## src/rtl/usb_crc_pkg.sv

```systemverilog
// -----------------------------------------------------------------------------
// usb_crc_pkg
// Shared constants and types for the USB CRC16 transmit generator and the
// receive-side checker.
//   CRC16_POLY     : generator polynomial, x^16 term implicit
//   CRC16_INIT     : accumulator seed after reset or clear
//   CRC16_RESIDUAL : accumulator value after a good packet plus its
//                    complemented CRC has been fed through the LFSR
//   crc_tx_state_t : ACCUM (collect payload) / EMIT (shift out CRC field)
// -----------------------------------------------------------------------------
package usb_crc_pkg;

    localparam int          CRC16_W        = 16;
    localparam int          CRC16_CNT_W    = 5;
    localparam logic [15:0] CRC16_POLY     = 16'h8005;
    localparam logic [15:0] CRC16_INIT     = 16'hFFFF;
    localparam logic [15:0] CRC16_RESIDUAL = 16'h800D;

    typedef enum logic {
        ACCUM = 1'b0,
        EMIT  = 1'b1
    } crc_tx_state_t;

endpackage

```

## src/rtl/crc16_lfsr_step.sv

```systemverilog
// -----------------------------------------------------------------------------
// crc16_lfsr_step
// Combinational single-bit CRC16 LFSR update, shared by TX generator and RX
// checker: t = q[15] ^ bit_in ; q_next = (q << 1) ^ (t ? POLY : 0).
// Ports:
//   q      in  16 : current accumulator
//   bit_in in  1  : bit being folded in
//   q_next out 16 : accumulator after this bit
// -----------------------------------------------------------------------------
module crc16_lfsr_step
    import usb_crc_pkg::*;
#(
    parameter logic [15:0] POLY = CRC16_POLY
) (
    input  logic [15:0] q,
    input  logic        bit_in,
    output logic [15:0] q_next
);

    logic feedback;

    assign feedback = q[15] ^ bit_in;
    assign q_next   = {q[14:0], 1'b0} ^ (feedback ? POLY : 16'h0000);

endmodule

```

## src/rtl/crc16_tx_gen.sv

```systemverilog
// -----------------------------------------------------------------------------
// crc16_tx_gen
// Transmit-side USB CRC16 generator. Accumulates the CRC over payload bits on
// each shift_en strobe, then on crc_start emits the 16 complemented CRC bits
// MSB-first on the same strobe so the packet ends with a valid CRC16 field.
//
// Ports:
//   clk        in  1 : clock
//   n_rst      in  1 : asynchronous active-low reset
//   clear      in  1 : synchronous reseed of the accumulator, aborts emission
//   data_bit   in  1 : payload bit transmitted this strobe
//   shift_en   in  1 : one-cycle bit strobe from the TX bit timer
//   crc_start  in  1 : payload finished, begin emitting the CRC field
//   crc_bit    out 1 : current CRC bit, valid while crc_active
//   crc_active out 1 : high while the CRC field is being emitted
//   crc_done   out 1 : one-cycle pulse after the 16th CRC bit shifted out
//   crc_err    out 1 : (CRC16_TX_SELFCHK_EN only) pulses with crc_done when
//                      the emitted field fails the residual self-check
//
// Build option: define CRC16_TX_SELFCHK_EN to feed emitted bits back through
// the accumulator and compare against the CRC16 residual on the 16th bit.
// Priority of controls: clear > crc_start > shift_en.
// -----------------------------------------------------------------------------
module crc16_tx_gen
    import usb_crc_pkg::*;
#(
    parameter logic [15:0] POLY = CRC16_POLY,
    parameter logic [15:0] INIT = CRC16_INIT
) (
    input  logic clk,
    input  logic n_rst,
    input  logic clear,
    input  logic data_bit,
    input  logic shift_en,
    input  logic crc_start,
    output logic crc_bit,
    output logic crc_active,
    output logic crc_done
`ifdef CRC16_TX_SELFCHK_EN
    ,
    output logic crc_err
`endif
);

    crc_tx_state_t            state_q, state_d;
    logic [CRC16_W-1:0]       q_q, q_d;        // CRC accumulator
    logic [CRC16_W-1:0]       sr_q, sr_d;      // outgoing CRC shift register
    logic [CRC16_CNT_W-1:0]   cnt_q, cnt_d;    // emitted-bit counter
    logic                     crc_active_q, crc_active_d;
    logic                     crc_done_q, crc_done_d;
`ifdef CRC16_TX_SELFCHK_EN
    logic                     crc_err_q, crc_err_d;
`endif

    logic                     step_bit;
    logic [CRC16_W-1:0]       q_step;

    // One LFSR step is enough: payload bits feed it in ACCUM, and with the
    // self-check the emitted CRC bits feed it in EMIT.
`ifdef CRC16_TX_SELFCHK_EN
    assign step_bit = (state_q == EMIT) ? sr_q[CRC16_W-1] : data_bit;
`else
    assign step_bit = data_bit;
`endif

    crc16_lfsr_step #(
        .POLY (POLY)
    ) u_step (
        .q      (q_q),
        .bit_in (step_bit),
        .q_next (q_step)
    );

    // NOTE: every signal written here gets a default first so no path through
    // the case/if tree leaves it unassigned, which would infer a latch.
    always_comb begin
        state_d    = state_q;
        q_d        = q_q;
        sr_d       = sr_q;
        cnt_d      = cnt_q;
        crc_done_d = 1'b0;
`ifdef CRC16_TX_SELFCHK_EN
        crc_err_d  = 1'b0;
`endif

        if (clear) begin
            state_d = ACCUM;
            q_d     = INIT;
            sr_d    = '0;
            cnt_d   = '0;
        end else begin
            case (state_q)
                ACCUM: begin
                    if (shift_en) begin
                        q_d = q_step;
                    end
                    // A strobe coinciding with crc_start is part of the
                    // payload, so the field is built from the updated value.
                    if (crc_start) begin
                        sr_d    = ~(shift_en ? q_step : q_q);
                        cnt_d   = '0;
                        state_d = EMIT;
                    end
                end

                EMIT: begin
                    if (shift_en) begin
                        sr_d  = {sr_q[CRC16_W-2:0], 1'b0};
                        cnt_d = cnt_q + 5'd1;
`ifdef CRC16_TX_SELFCHK_EN
                        q_d   = q_step;
`endif
                        if (cnt_q == 5'd15) begin
                            state_d    = ACCUM;
                            q_d        = INIT;
                            crc_done_d = 1'b1;
`ifdef CRC16_TX_SELFCHK_EN
                            crc_err_d  = (q_step != CRC16_RESIDUAL);
`endif
                        end
                    end
                end

                default: begin
                    state_d = ACCUM;
                    q_d     = INIT;
                end
            endcase
        end

        crc_active_d = (state_d == EMIT);
    end

    // NOTE: sequential state uses non-blocking assignments so every flop
    // samples the values from before this edge, independent of statement order.
    always_ff @(posedge clk or negedge n_rst) begin
        if (!n_rst) begin
            state_q      <= ACCUM;
            q_q          <= INIT;
            sr_q         <= '0;
            cnt_q        <= '0;
            crc_active_q <= 1'b0;
            crc_done_q   <= 1'b0;
`ifdef CRC16_TX_SELFCHK_EN
            crc_err_q    <= 1'b0;
`endif
        end else begin
            state_q      <= state_d;
            q_q          <= q_d;
            sr_q         <= sr_d;
            cnt_q        <= cnt_d;
            crc_active_q <= crc_active_d;
            crc_done_q   <= crc_done_d;
`ifdef CRC16_TX_SELFCHK_EN
            crc_err_q    <= crc_err_d;
`endif
        end
    end

    // The shift register MSB is itself a flop, so crc_bit is registered and
    // reads 0 whenever no field is in flight.
    assign crc_bit    = sr_q[CRC16_W-1];
    assign crc_active = crc_active_q;
    assign crc_done   = crc_done_q;
`ifdef CRC16_TX_SELFCHK_EN
    assign crc_err    = crc_err_q;
`endif

endmodule

```

## config.mk

```make
export PLATFORM = sky130hd
export DESIGN_NAME = crc16_tx_gen
export DESIGN_NICKNAME = d
export VERILOG_FILES = /design/src/rtl/usb_crc_pkg.sv /design/src/rtl/crc16_lfsr_step.sv /design/src/rtl/crc16_tx_gen.sv
export SDC_FILE = /design/constraint.sdc
export NUM_CORES = 1
export LEC_CHECK = 0
export ABC_AREA = 1
export CAP_MARGIN = 20
export CORE_MARGIN = 2
export CORE_UTILIZATION = 38
export DETAILED_ROUTE_END_ITERATION = 8
export HOLD_SLACK_MARGIN = 0.03
export PLACE_DENSITY = 0.53
export SKIP_LAST_GASP = 1
export SLEW_MARGIN = 25
export SYNTH_ARGS = -nofsm -noshare
export SYNTH_HDL_FRONTEND = slang
export SYNTH_SLANG_ARGS = --single-unit
export TNS_END_PERCENT = 20
```

## constraint.sdc

```tcl
create_clock -name clk -period 2.09 [get_ports clk]
set_input_delay 0.209 -clock clk [delete_from_list [all_inputs] [get_ports clk]]
set_output_delay 0.209 -clock clk [all_outputs]
set_load 0.02 [all_outputs]
```

; ---- Word-level counts from Yosys, hierarchy flattened
; Cells that the tools add are included.
; W data, S select, Z words.
[op_classes]
add_sub_neg = 1
n_eq_ne = 4
n_reduce_logical = 2
bitwise_logic = 4
n_mux = 23
[ops]
columns = op, count
row1 = $mux W16, 8
row2 = $pmux W16 S2, 2
row3 = $not A16 Y16, 1
row4 = $xor A16 B16 Y16, 1
row5 = $mux W5, 3
row6 = $pmux W5 S2, 1
row7 = $mux W1, 8
row8 = $ne A3 B3 Y1 const B, 2
row9 = $add A5 B1 Y5 const B, 1
row10 = $eq A5 B4 Y1 const B, 1
row11 = $reduce_and A2 Y1, 2
row12 = $ne A3 B2 Y1 const B, 1
row13 = $pmux W1 S2, 1
row14 = $not A1 Y1, 1
row15 = $xor A1 B1 Y1, 1
[totals]
wordCells = 39
input_bits = 6
out_inout_bits = 3
regBits = 39

; ---- Depth between registers and ports, before layout
; Gate-level depths: netlist of the first run.
[logic_depth]
depth_word = 8
ltp_mapped = 10
ltp_nobuf = 10

; ---- By module
; A second synthesis of the first run with hierarchy kept.
[unflattened]
cells_unflattened = 270
area_unflattened_um2 = 2260.9
[modules_own_cells]
columns = module, seq_area_each_um2, n_inst, cells_each, area_per_inst_um2
row1 = crc16_tx_gen, 996.0, 1, 241, 2094.5
row2 = crc16_lfsr_step, 0.0, 1, 29, 166.4

; ---- Worst setup path after synthesis of the first run
; No wires, ideal clock.
[synth_timing]
path_type = register to register
start = register cnt_q[1]
end = register q_q[11]
t_arrival_ns = 1.431
slack_ns = 0.577
n_path_buf = 0
path_stages_with_launch = 9
period_less_slack_ns = 1.513
required_ns = 2.009
setup_ns = 0.081
cell_sequence = dfrtp_1 > ha_1 > inv_1 > nor3_1 > ha_1 > nand2_1 > o21ai_0 > inv_1 > o211ai_1
[synth_between]
elab_chain_cells = 3
[synth_rtl]
columns = item, line_no
row1 = "start, declared", crc16_tx_gen.sv:48  ; logic [CRC16_CNT_W-1:0] cnt_q, cnt_d;
row2 = "start signal, assigned", crc16_tx_gen.sv:151  ; cnt_q <= cnt_d;
row3 = $eq A5 B4 Y1, crc16_tx_gen.sv:113  ; if (cnt_q == 5'd15) begin
row4 = $ne A3 B2 Y1 (no source line), -
row5 = $reduce_and A2 Y1 (no source line), -
row6 = "end signal, assigned", crc16_tx_gen.sv:149  ; q_q <= q_d;
row7 = "end, declared", crc16_tx_gen.sv:46  ; logic [CRC16_W-1:0] q_q, q_d;
; Every way passes these cells.
; A chain may end at the register's enable or synchronous reset.

; ---- Worst setup path in the final report of the first run
[layout_timing]
start = register cnt_q[1]
end = register q_q[3]
; The elaborated chain is that of the path after synthesis.

==> run summary, run 1 <==
Min path
* in2async — class of the tightest hold or removal check

Placed design
* 0.344 ns — pre-CTS setup slack
* 8 — input/output buffers
* 3110 um — detailed placement HPWL
* 0.760 — global placement routability congestion

STA
* 0.776 — worst slew margin relative to its limit
* 0.00363 ns — Final Skew
* 1.77 ns — min cycle time layout
* 0 — final hold violations
* 0.318 ns — final worst slack
* 0 — Final Setup Violations
* false — unrepaired setup endpoints after global routing
* 0.848 — final cycle utilization of the critical path
* 0.309 ns — worst hold slack
* 564 MHz — fmax
* 0 — Final Slew Violations
* 0 ns — total negative slack for setup checks
* 0.332 ns — slew at the pin with the worst max-slew slack

Layout
* 13.8% — synth-to-layout area growth
* 0.161 — fraction of layout instances using a drive strength above 1
* 262 — number of nets in the layout
* 0 — n_diodes
* sky130_fd_sc_hd__nand2_1 — most common library cell in the layout ignoring fill and taps
* 0.445 — utilization after layout
* 512 — fill cell instance count of the final layout
* 59 x sky130_fd_sc_hd__nand2_1, 41 x sky130_fd_sc_hd__inv_1, 28 x sky130_fd_sc_hd__o21ai_0 — commonest cells after routing, fill and taps aside

Global routing
* 0 — aggregate global routing overflow
* 1582 — via count of the first global-routing pass
* 30 — maximum number of pins on one net before global-route repair
* 0 — antenna violations before repair
* 0.170 — global-route usage over all layers
* 7760 um — wire length of the first global-routing pass

Die
* 0.00504 mm^2 — core box area
* 26 — Std-Cell Rows
* 76.0 um — die outline height
* 0.391 — Starting Density
* 0.00578 mm^2 — die footprint
* 76.0 um — Horiz. Die Dim
* 9 — number of I/O pins

Critical path
* 2.30 ns — required time reported for the critical path endpoint
* q_q[3] — endpoint of the worst register-to-register path
* 0.32 ns — worst reg2reg setup slack
* 1.98 ns — Arr. time, crit path
* flip-flop — type of origin of the critical path
* cnt_q[1] — startpoint of the worst-slack reg-to-reg timing path
* reg2reg — Setup Crit Path Kind
* 8 — reg2reg path depth
* 7 — CP Max Fanout
* flip-flop — critical path endpoint category

Yosys
* 247 — net count after synthesis
* 239 — Mapped Cells
* 0.00197 mm^2 — Syn Std Cell Area
* sky130_fd_sc_hd__dfrtp_1 29%, sky130_fd_sc_hd__dfstp_2 21%, sky130_fd_sc_hd__nand2_1 11% — most area-consuming cells after synthesis
* 0.292 — post-synth top area share
* 25 — Distinct cells, synth
* 39 — number of register bits inferred by synthesis
* 0.505 — sequential-to-total area share from yosys stat
* 0 — synthesis warning total
* 8.25 um^2 — Mapped Avg Cell Area
* sky130_fd_sc_hd__dfrtp_1 — cell taking the most area after synthesis

Clocking
* 0 — post_cts resized
* sky130_fd_sc_hd__clkbuf_8 — clock root cell
* 1 — count of hold buffers inserted by post-cts repair
* 0.29 ns — Clk Latency, worst-skew pair
* 39 — Clock Sinks
* 2 — maximum buffer depth of the clock tree
* done — CTS tree
* 2 — H-tree level count
* 5 — number of buffers created by CTS
* 0.07 ns — post-CTS clock slew at the launch and capture registers of the worst setup and hold paths
* 0 — number of setup buffers added after CTS

Drt
* 95 — DRC violation total after the first TritonRoute iteration
* 0 — antenna viol nets, final
* 4 — total iterations of the first detailed-routing run
* 13.5 um — final routed wire length divided by cell count
* 4390 um — detailed-route wire length
* 1600 — overall via count from detail_route
* 0 — Remaining DRCs
* 4.92 — via count normalized by instance count

Power
* 741 mW/mm^2 — power per cell area
* 0.00109 uW — Leak Pwr
* 0.401 mV — worst vdd rail ir drop
* 1660 uW — overall power after layout

Job
* 0 — Max Cap Violations

Status
* completed — status

## Yosys cell counts
| library cell | count |
|---|---|
| sky130_fd_sc_hd__buf_2 | 3 |
| sky130_fd_sc_hd__o21a_1 | 1 |
| sky130_fd_sc_hd__o22ai_2 | 2 |
| sky130_fd_sc_hd__dfstp_2 | 16 |
| sky130_fd_sc_hd__nor2_1 | 4 |
| sky130_fd_sc_hd__buf_4 | 3 |
| sky130_fd_sc_hd__o21ai_0 | 28 |
| sky130_fd_sc_hd__o211ai_1 | 14 |
| sky130_fd_sc_hd__nand3_2 | 2 |
| sky130_fd_sc_hd__nor2_4 | 1 |
| sky130_fd_sc_hd__inv_1 | 41 |
| sky130_fd_sc_hd__ha_1 | 2 |
| sky130_fd_sc_hd__buf_6 | 1 |
| sky130_fd_sc_hd__nand3_1 | 9 |
| sky130_fd_sc_hd__nand2_2 | 1 |
| sky130_fd_sc_hd__inv_2 | 3 |
| sky130_fd_sc_hd__o31ai_1 | 1 |
| sky130_fd_sc_hd__a21oi_1 | 13 |
| sky130_fd_sc_hd__dfrtp_1 | 23 |
| sky130_fd_sc_hd__nand2_4 | 1 |
| sky130_fd_sc_hd__nand2_1 | 59 |
| sky130_fd_sc_hd__clkbuf_1 | 1 |
| sky130_fd_sc_hd__nor3_1 | 1 |
| sky130_fd_sc_hd__o21ai_1 | 7 |
| sky130_fd_sc_hd__nand4_1 | 2 |
## layer usage
| metal | up-vias | wire [um] | GRT usage |
|---|---|---|---|
| met5 | - | 0 | 0 |
| li1 | 811 | - | - |
| met4 | 0 | 45 | 0.0564 |
| met2 | 29 | 2010 | 0.259 |
| met3 | 7 | 129 | 0.0355 |
| met1 | 753 | 2210 | 0.242 |
## worst max path at each step
stage	depth (start not counted)	from	slack, ns	end
2_1_floorplan	8	cnt_q[1]	0.58	q_q[11]
3_3_place_gp	6	shift_en	0.37	sr_q[12]
3_5_place_dp	8	cnt_q[1]	0.34	q_q[11]
4_1_cts	8	cnt_q[1]	0.32	q_q[11]
5_1_grt	8	cnt_q[1]	0.12	q_q[3]
6_report	8	cnt_q[1]	0.32	q_q[3]
## report_power, final
part           switching (uW)  total [uW]  internal [uW]
clock                     261         562            301
sequential               27.6         852            824
combinational             165         249           84.1
total                     454        1660           1210
## cells by family (layout without fill, tap and decap cells)
family                   count (synthesis)  count (layout)  share of synthesized area
AO/OA/AOI/OAI                           66              66                      0.195
buffers and inverters                   52              68                      0.110
adder cells (fa/ha/maj)                  2               2                     0.0127
AND/OR/NAND/NOR                         80              80                      0.176
flip-flops                              39              39                      0.505
## state kept, by name, indices dropped and copies added, names as in the netlist
name        cells
sr_q           16
q_q            16
crc_active      1
cnt_q           5
crc_done        1
## layout make-up
| class | instances | area [um^2] | area share |
|---|---|---|---|
| sequential | 39 | 996 | 0.444 |
| multi-input combinational | 148 | 758 | 0.338 |
| inverter | 44 | 165 | 0.0736 |
| timing repair buffer | 16 | 138 | 0.0613 |
| clock buffer | 8 | 100 | 0.0446 |
| tap | 70 | 87.6 | 0.0390 |
## stage by stage
stage | area [um^2] | instances
after global routing | 2240 | 325
after CTS | 2240 | 325
after detailed placement | 2130 | 316
final | 2240 | 325
after global placement | 2130 | 316
after floorplan | 1970 | 239
## worst max-delay path, stage by stage, from the launching register on
cell and delay (ns):
sky130_fd_sc_hd__dfrtp_1 0.38, sky130_fd_sc_hd__ha_1 0.18, sky130_fd_sc_hd__inv_1 0.04, sky130_fd_sc_hd__nor3_1 0.16, sky130_fd_sc_hd__ha_1 0.17, sky130_fd_sc_hd__nand2_1 0.08, sky130_fd_sc_hd__o21ai_0 0.31, sky130_fd_sc_hd__inv_1 0.23
sky130_fd_sc_hd__o211ai_1 0.15
Note: power is estimated with default switching activity, not from simulation.
==> run 2: changes to the inputs <==
==> constraint.sdc (replaced) <==
create_clock -name clk -period 1.7 [get_ports clk]
set_input_delay 0.17 -clock clk [delete_from_list [all_inputs] [get_ports clk]]
set_output_delay 0.17 -clock clk [all_outputs]
set_load 0.02 [all_outputs]
==> run summary, run 2 (synthesis gave the netlist of run 1 again) <==
Drt
* 4.80 — via count normalized by instance count, was 4.92
* 0 — antenna viol nets, final, unchanged
* 1568 — overall via count from detail_route, was 1600
* 83 — DRC violation total after the first TritonRoute iteration, was 95
* 4 — total iterations of the first detailed-routing run, unchanged
* 4300 um — detailed-route wire length, was 4390 um
* 13.1 um — final routed wire length divided by cell count, was 13.5 um
* 0 — Remaining DRCs, unchanged

Status
* completed — status, unchanged

Layout
* 0 — n_diodes, unchanged
* 0.171 — fraction of layout instances using a drive strength above 1, was 0.161
* 517 — fill cell instance count of the final layout, was 512
* sky130_fd_sc_hd__nand2_1 — most common library cell in the layout ignoring fill and taps, unchanged
* q_q: 16 flops, sr_q: 16 flops, cnt_q: 5 flops — largest registers, unchanged
* 327 — fin cells, was 325
* 59 x sky130_fd_sc_hd__nand2_1, 40 x sky130_fd_sc_hd__inv_1, 27 x sky130_fd_sc_hd__o21ai_0 — commonest cells after routing, fill and taps aside, was 59 x sky130_fd_sc_hd__nand2_1, 41 x sky130_fd_sc_hd__inv_1, 28 x sky130_fd_sc_hd__o21ai_0
* 14.9% — synth-to-layout area growth, was 13.8%
* 264 — number of nets in the layout, was 262

STA
* 645 MHz — fmax, was 564 MHz
* 0.00470 ns — Final Skew, was 0.00363 ns
* 0 — Final Slew Violations, unchanged
* 0 — Final Setup Violations, unchanged
* 0 ns — total negative slack for setup checks, unchanged
* 0.912 — final cycle utilization of the critical path, was 0.848
* 0.718 — worst slew margin relative to its limit, was 0.776
* 0 — final hold violations, unchanged
* true — unrepaired setup endpoints after global routing, was false
* 0.150 ns — final worst slack, was 0.318 ns
* 0.423 ns — slew at the pin with the worst max-slew slack, was 0.332 ns
* 1.55 ns — min cycle time layout, was 1.77 ns

Power
* 0.358 mV — worst vdd rail ir drop, was 0.401 mV
* 882 mW/mm^2 — power per cell area, was 741 mW/mm^2
* 0.00111 uW — Leak Pwr, was 0.00109 uW

Global routing
* 0.166 — global-route usage over all layers, was 0.170
* 0 — aggregate global routing overflow, unchanged
* 7590 um — wire length of the first global-routing pass, was 7760 um
* 1549 — via count of the first global-routing pass, was 1582
* 0 — antenna violations before repair, unchanged
* 24 — maximum number of pins on one net before global-route repair, was 30

Critical path
* reg2reg — Setup Crit Path Kind, unchanged
* 1.77 ns — Arr. time, crit path, was 1.98 ns
* ha_1, inv_1, nor3_1, ha_1, nand2_1, nand2_1, inv_1, nand2_1, nand2_1, inv_1 — chain of cells forming the critical path, was ha_1, inv_1, nor3_1, ha_1, nand2_1, o21ai_0, inv_1, o211ai_1
* flip-flop — type of origin of the critical path, unchanged
* sky130_fd_sc_hd__nand2_1 — most repeated library cell on the critical path
* flip-flop — critical path endpoint category, unchanged
* sky130_fd_sc_hd__dfrtp_1 — slowest cell on the critical path, unchanged
* 1.92 ns — required time reported for the critical path endpoint, was 2.30 ns
* cnt_q[0] — startpoint of the worst-slack reg-to-reg timing path, was cnt_q[1]
* cnt_q[0] — Critical path origin, was cnt_q[1]
* 0.40 ns — delay of the slowest cell on the worst path, was 0.38 ns
* 7 — CP Max Fanout, unchanged

Clocking
* 0 — number of setup buffers added after CTS, unchanged
* 39 — Clock Sinks, unchanged
* 2 — H-tree level count, unchanged
* done — CTS tree, unchanged
* sky130_fd_sc_hd__clkbuf_8 — clock root cell, unchanged
* 0.08 ns — post-CTS clock slew at the launch and capture registers of the worst setup and hold paths, was 0.07 ns
* 0.29 ns — Clk Latency, worst-skew pair, about the same
* 5 — number of buffers created by CTS, unchanged
* 2 — maximum buffer depth of the clock tree, unchanged

Die
* 0.00578 mm^2 — die footprint, unchanged
* 26 — Std-Cell Rows, unchanged
* 0.00504 mm^2 — core box area, unchanged
* 0.391 — Starting Density, unchanged
* 9 — number of I/O pins, unchanged
* 76.0 um — Horiz. Die Dim, unchanged
* 76.0 um — die outline height, unchanged

Min path
* in2async — class of the tightest hold or removal check, unchanged

Placed design
* 8 — input/output buffers, unchanged
* 0.790 — global placement routability congestion, was 0.760
* 0.0532 ns — pre-CTS setup slack, was 0.344 ns
* 3070 um — detailed placement HPWL, was 3110 um
* 318 — post-placement cell count, was 316

Job
* 0 — Max Cap Violations, unchanged

[run 2: per-layer routing]
layer / global-route usage / part of all wire
met1: 0.237 / 0.49
met2: 0.256 / 0.48
met3: 0.0332 / 0.026
met4: 0.0491 / 0.0049
met5: 0 / 0
[run 2: metrics by stage]
stage | power, uW | utilization | hold WS [ns] | instance area [um^2]
floorplan | 1260 | - | -0.126 | 1970
global placement | 1370 | 0.429 | 0.131 | 2160
detailed placement | 1380 | 0.429 | 0.126 | 2160
CTS | 2030 | 0.449 | 0.345 | 2260
global route | 2120 | 0.449 | 0.377 | 2270
finish | 2000 | 0.449 | 0.347 | 2270
[run 2: critical path, delay by kind of cell (launching register included)]
kind                       cells  cell delay (ns)
buffers and inverters          3             0.29
adders and majority gates      2             0.39
DFF                            1             0.40
and+or+nand+nor                5             0.42
[run 2: what timing repair did]
action,4_1_cts,5_1_grt
hold endpoints to repair,14,0
hold buffers,1,0
endpoints found under the setup margin,0,17
gates resized for setup,0,3
[run 2: final cells by class]
class	count	area (um^2)	share of cell area
clock buffer	7	86.3	0.0381
clock inverter	1	5.00	0.00221
inverter	44	165	0.0729
multi-input combinational	148	758	0.335
sequential	39	996	0.440
tap	70	87.6	0.0387
timing repair buffer	18	168	0.0740
[run 2: final timing paths]
check                           endpoint  slack [ns]  cells after the start
worst max-delay path              q_q[0]        0.15                     10
worst min-delay path            sr_q[12]        0.35                      2
worst max register to register    q_q[0]        0.15                     10
worst min register to register   sr_q[2]        0.48                      2
max in group asynchronous         q_q[6]        0.81                      3
min in group clk                 sr_q[2]        0.48                      2
[run 2: report_power, final]
part,switching (uW),internal (uW)
clock network,316,327
logic,201,109
registers,32.8,1010
==> run 3: changes to the inputs <==
--- a/config.mk
+++ b/config.mk
@@ -16,5 +16,6 @@
 export SLEW_MARGIN = 25
 export SYNTH_ARGS = -nofsm -noshare
 export SYNTH_HDL_FRONTEND = slang
+export SYNTH_HIERARCHICAL = 1
 export SYNTH_SLANG_ARGS = --single-unit
 export TNS_END_PERCENT = 20
==> run summary, run 3 <==
Global routing
* 8300 um — wire length of the first global-routing pass, was 7590 um
* 0.168 — global-route usage over all layers, was 0.166
* 0 — antenna violations before repair, unchanged
* 40 — maximum number of pins on one net before global-route repair, was 24
* 0 — aggregate global routing overflow, unchanged
* 1649 — via count of the first global-routing pass, was 1549

Job
* 0 — Max Cap Violations, unchanged

Clocking
* 39 — Clock Sinks, unchanged
* done — CTS tree, unchanged
* 0 — number of setup buffers added after CTS, unchanged
* 2 — maximum buffer depth of the clock tree, unchanged
* 5 — number of buffers created by CTS, unchanged
* 2 — H-tree level count, unchanged
* 0.29 ns — Clk Latency, worst-skew pair, about the same
* 0 — post_cts resized, unchanged
* sky130_fd_sc_hd__clkbuf_8 — clock root cell, unchanged
* 0.08 ns — post-CTS clock slew at the launch and capture registers of the worst setup and hold paths, about the same

Placed design
* 0.809 — global placement routability congestion, was 0.790
* 3120 um — detailed placement HPWL, was 3070 um
* 8 — input/output buffers, unchanged
* 338 — post-placement cell count, was 318
* 0.0694 ns — pre-CTS setup slack, was 0.0532 ns

Yosys
* 66 x sky130_fd_sc_hd__nand2_1, 28 x sky130_fd_sc_hd__inv_1, 25 x sky130_fd_sc_hd__nor2_1 — commonest cells in the netlist, was 59 x sky130_fd_sc_hd__nand2_1, 41 x sky130_fd_sc_hd__inv_1, 28 x sky130_fd_sc_hd__o21ai_0
* 30 — Distinct cells, synth, was 25
* 278 — net count after synthesis, was 247
* 39 — number of register bits inferred by synthesis, unchanged
* 0.441 — sequential-to-total area share from yosys stat, was 0.505
* sky130_fd_sc_hd__nand2_1 — library cell with the highest instance count after synthesis, unchanged
* 0.255 — post-synth top area share, was 0.292
* 8.37 um^2 — Mapped Avg Cell Area, was 8.25 um^2
* sky130_fd_sc_hd__dfrtp_1 — cell taking the most area after synthesis, unchanged
* 6 — synthesis warning total, was 0
* sky130_fd_sc_hd__dfrtp_1 25%, sky130_fd_sc_hd__dfstp_2 19%, sky130_fd_sc_hd__nand2_1 11% — most area-consuming cells after synthesis, was sky130_fd_sc_hd__dfrtp_1 29%, sky130_fd_sc_hd__dfstp_2 21%, sky130_fd_sc_hd__nand2_1 11%
* sky130_fd_sc_hd__dfrtp_1 — dominant register cell in the synthesized netlist, unchanged
* 1.00 — async set-or-reset flop fraction in the synthesized netlist, unchanged
* 0.00226 mm^2 — Syn Std Cell Area, was 0.00197 mm^2
* 0 — number of synthesized flops with an enable pin, unchanged
* 270 — Mapped Cells, was 239

Critical path
* flip-flops — kind of cell adding the most delay to the critical path, was simple AND/OR/NAND/NOR gates
* cnt_q[1] — Critical path origin, was cnt_q[0]
* 11 — CP Max Fanout, was 7
* reg2reg — Setup Crit Path Kind, unchanged
* cnt_q[1] — startpoint of the worst-slack reg-to-reg timing path, was cnt_q[0]
* flip-flop — critical path endpoint category, unchanged
* 1.80 ns — Arr. time, crit path, was 1.77 ns
* 0.41 ns — delay of the slowest cell on the worst path, was 0.40 ns
* ha_1, nand2_1, nor2_1, ha_1, nand2_1, inv_1, a21oi_1, buf_4, o211ai_1 — chain of cells forming the critical path, was ha_1, inv_1, nor3_1, ha_1, nand2_1, nand2_1, inv_1, nand2_1, nand2_1, inv_1
* sky130_fd_sc_hd__dfrtp_1 — slowest cell on the critical path, unchanged
* 1.91 ns — required time reported for the critical path endpoint, was 1.92 ns
* flip-flop — type of origin of the critical path, unchanged
* 2 — count of buffer and inverter cells on the critical path, was 3

STA
* 0.102 ns — final worst slack, was 0.150 ns
* 0 — Final Slew Violations, unchanged
* 0 ns — total negative slack for setup checks, unchanged
* 0.659 — worst slew margin relative to its limit, was 0.718
* 1.60 ns — min cycle time layout, was 1.55 ns
* 0.512 ns — slew at the pin with the worst max-slew slack, was 0.423 ns
* 0.940 — final cycle utilization of the critical path, was 0.912
* 626 MHz — fmax, was 645 MHz
* false — unrepaired setup endpoints after global routing, was true
* 0 — Final Setup Violations, unchanged
* 0.00390 ns — Final Skew, was 0.00470 ns
* 0 — final hold violations, unchanged

Power
* 0.284 — Sw Ratio, was 0.275
* 866 mW/mm^2 — power per cell area, was 882 mW/mm^2
* 595 uW — Net Switching, was 550 uW
* 0.497 — sequential power share, was 0.523
* 0.164 — Gate power share, was 0.155
* 0.00122 uW — Leak Pwr, was 0.00111 uW
* 0.346 mV — worst vdd rail ir drop, was 0.358 mV
* 1500 uW — internal cell power, was 1450 uW
* 0.339 — share of total power in the clock network, was 0.322

Die
* 81.1 um — Horiz. Die Dim, was 76.0 um
* 81.1 um — die outline height, was 76.0 um
* 0.00585 mm^2 — core box area, was 0.00504 mm^2
* 0.00658 mm^2 — die footprint, was 0.00578 mm^2
* 28 — Std-Cell Rows, was 26
* 9 — number of I/O pins, unchanged
* 0.386 — Starting Density, was 0.391

Drt
* 4 — total iterations of the first detailed-routing run, unchanged
* 13.2 um — final routed wire length divided by cell count, was 13.1 um
* 0 — Remaining DRCs, unchanged
* 4590 um — detailed-route wire length, was 4300 um
* 4.74 — via count normalized by instance count, was 4.80
* 70 — DRC violation total after the first TritonRoute iteration, was 83
* 0 — antenna viol nets, final, unchanged
* 1645 — overall via count from detail_route, was 1568

Layout
* sky130_fd_sc_hd__nand2_1 — most common library cell in the layout ignoring fill and taps, unchanged
* 66 x sky130_fd_sc_hd__nand2_1, 28 x sky130_fd_sc_hd__inv_1, 25 x sky130_fd_sc_hd__nor2_1 — commonest cells after routing, fill and taps aside, was 59 x sky130_fd_sc_hd__nand2_1, 40 x sky130_fd_sc_hd__inv_1, 27 x sky130_fd_sc_hd__o21ai_0
* 6.97% — synth-to-layout area growth, was 14.9%
* 586 — fill cell instance count of the final layout, was 517
* 0 — n_diodes, unchanged
* 347 — fin cells, was 327
* 279 — number of nets in the layout, was 264
* q_q: 16 flops, sr_q: 16 flops, cnt_q: 5 flops — largest registers, unchanged
* 0.202 — fraction of layout instances using a drive strength above 1, was 0.171

Min path
* in2async — class of the tightest hold or removal check, unchanged

Status
* completed — status, unchanged

run 3: cell count changes in the layout (fill, tap and decap cells not counted), moves of 4 or more:
cell	previous run	this run
sky130_fd_sc_hd__nand2_1	59	66
sky130_fd_sc_hd__inv_2	4	0
sky130_fd_sc_hd__nand3_2	2	8
sky130_fd_sc_hd__nor2_1	4	25
sky130_fd_sc_hd__inv_1	40	28
sky130_fd_sc_hd__nand3_1	9	14
sky130_fd_sc_hd__o21ai_0	27	13
run 3: metrics by stage:
stage	utilization	cell area [um^2]	power, uW	hold slack (ns)
global route	0.413	2420	2220	0.508
detailed placement	0.395	2310	1400	0.273
floorplan	-	2260	1330	-0.126
finish	0.413	2420	2090	0.455
global placement	0.395	2310	1400	0.267
CTS	0.413	2420	2120	0.488
run 3: cell type report:
cell class,instances,area (um^2),share of cell area
Clock buffer,8,100,0.0414
Inverter,32,135,0.0559
Multi-Input combinational cell,173,913,0.378
Sequential cell,39,996,0.412
Tap cell,75,93.8,0.0388
Timing Repair Buffer,20,180,0.0745
run 3: layer usage:
layer | track usage | routed length (um)
met2 | 0.259 | 2050
met5 | 0 | 0
met1 | 0.240 | 2400
met3 | 0.0267 | 75
met4 | 0.0559 | 63
run 3: cell families (layout without fill, tap and decap cells):
kind of cell / count (synthesis) / in the layout / synth area share
AND/OR/NAND/NOR: 125 / 125 / 0.274
buffers and inverters: 58 / 60 / 0.156
AO/OA/AOI/OAI: 46 / 46 / 0.118
flip-flops: 39 / 39 / 0.441
adder cells (fa/ha/maj): 2 / 2 / 0.0111
run 3: worst reg2reg max path, stage by stage, from the launching register on:
cell and delay, ns:
sky130_fd_sc_hd__dfrtp_1 0.41, sky130_fd_sc_hd__ha_1 0.20, sky130_fd_sc_hd__nand2_1 0.08, sky130_fd_sc_hd__nor2_1 0.05
sky130_fd_sc_hd__ha_1 0.17, sky130_fd_sc_hd__nand2_1 0.10, sky130_fd_sc_hd__inv_1 0.06, sky130_fd_sc_hd__a21oi_1 0.12
sky130_fd_sc_hd__buf_4 0.20, sky130_fd_sc_hd__o211ai_1 0.12
run 3: worst paths after layout:
path / depth (start not counted) / slack [ns] / end
setup / recovery: 9 / 0.10 / q_q[4]
hold / removal: 3 / 0.46 / sr_q[8]
setup reg to reg: 9 / 0.10 / q_q[4]
hold reg to reg: 2 / 0.49 / sr_q[2]
max in group asynchronous: 3 / 0.87 / q_q[13]
min in group clk: 2 / 0.49 / sr_q[2]
run 3: power by group through the flow:
stage / Clock (uW) / Sequential (uW) / Combinational, uW
after floorplan: 0 / 1050 / 277
after global placement: 0 / 1060 / 344
after detailed placement: 0 / 1060 / 347
after CTS: 728 / 1040 / 350
after global routing: 772 / 1050 / 397
final: 709 / 1040 / 343
run 3: repair_timing:
action / 4_1_cts / 5_1_grt
hold buffers: 1 / 0
hold endpoints to repair: 23 / 0
endpoints found under the setup margin: 0 / 0
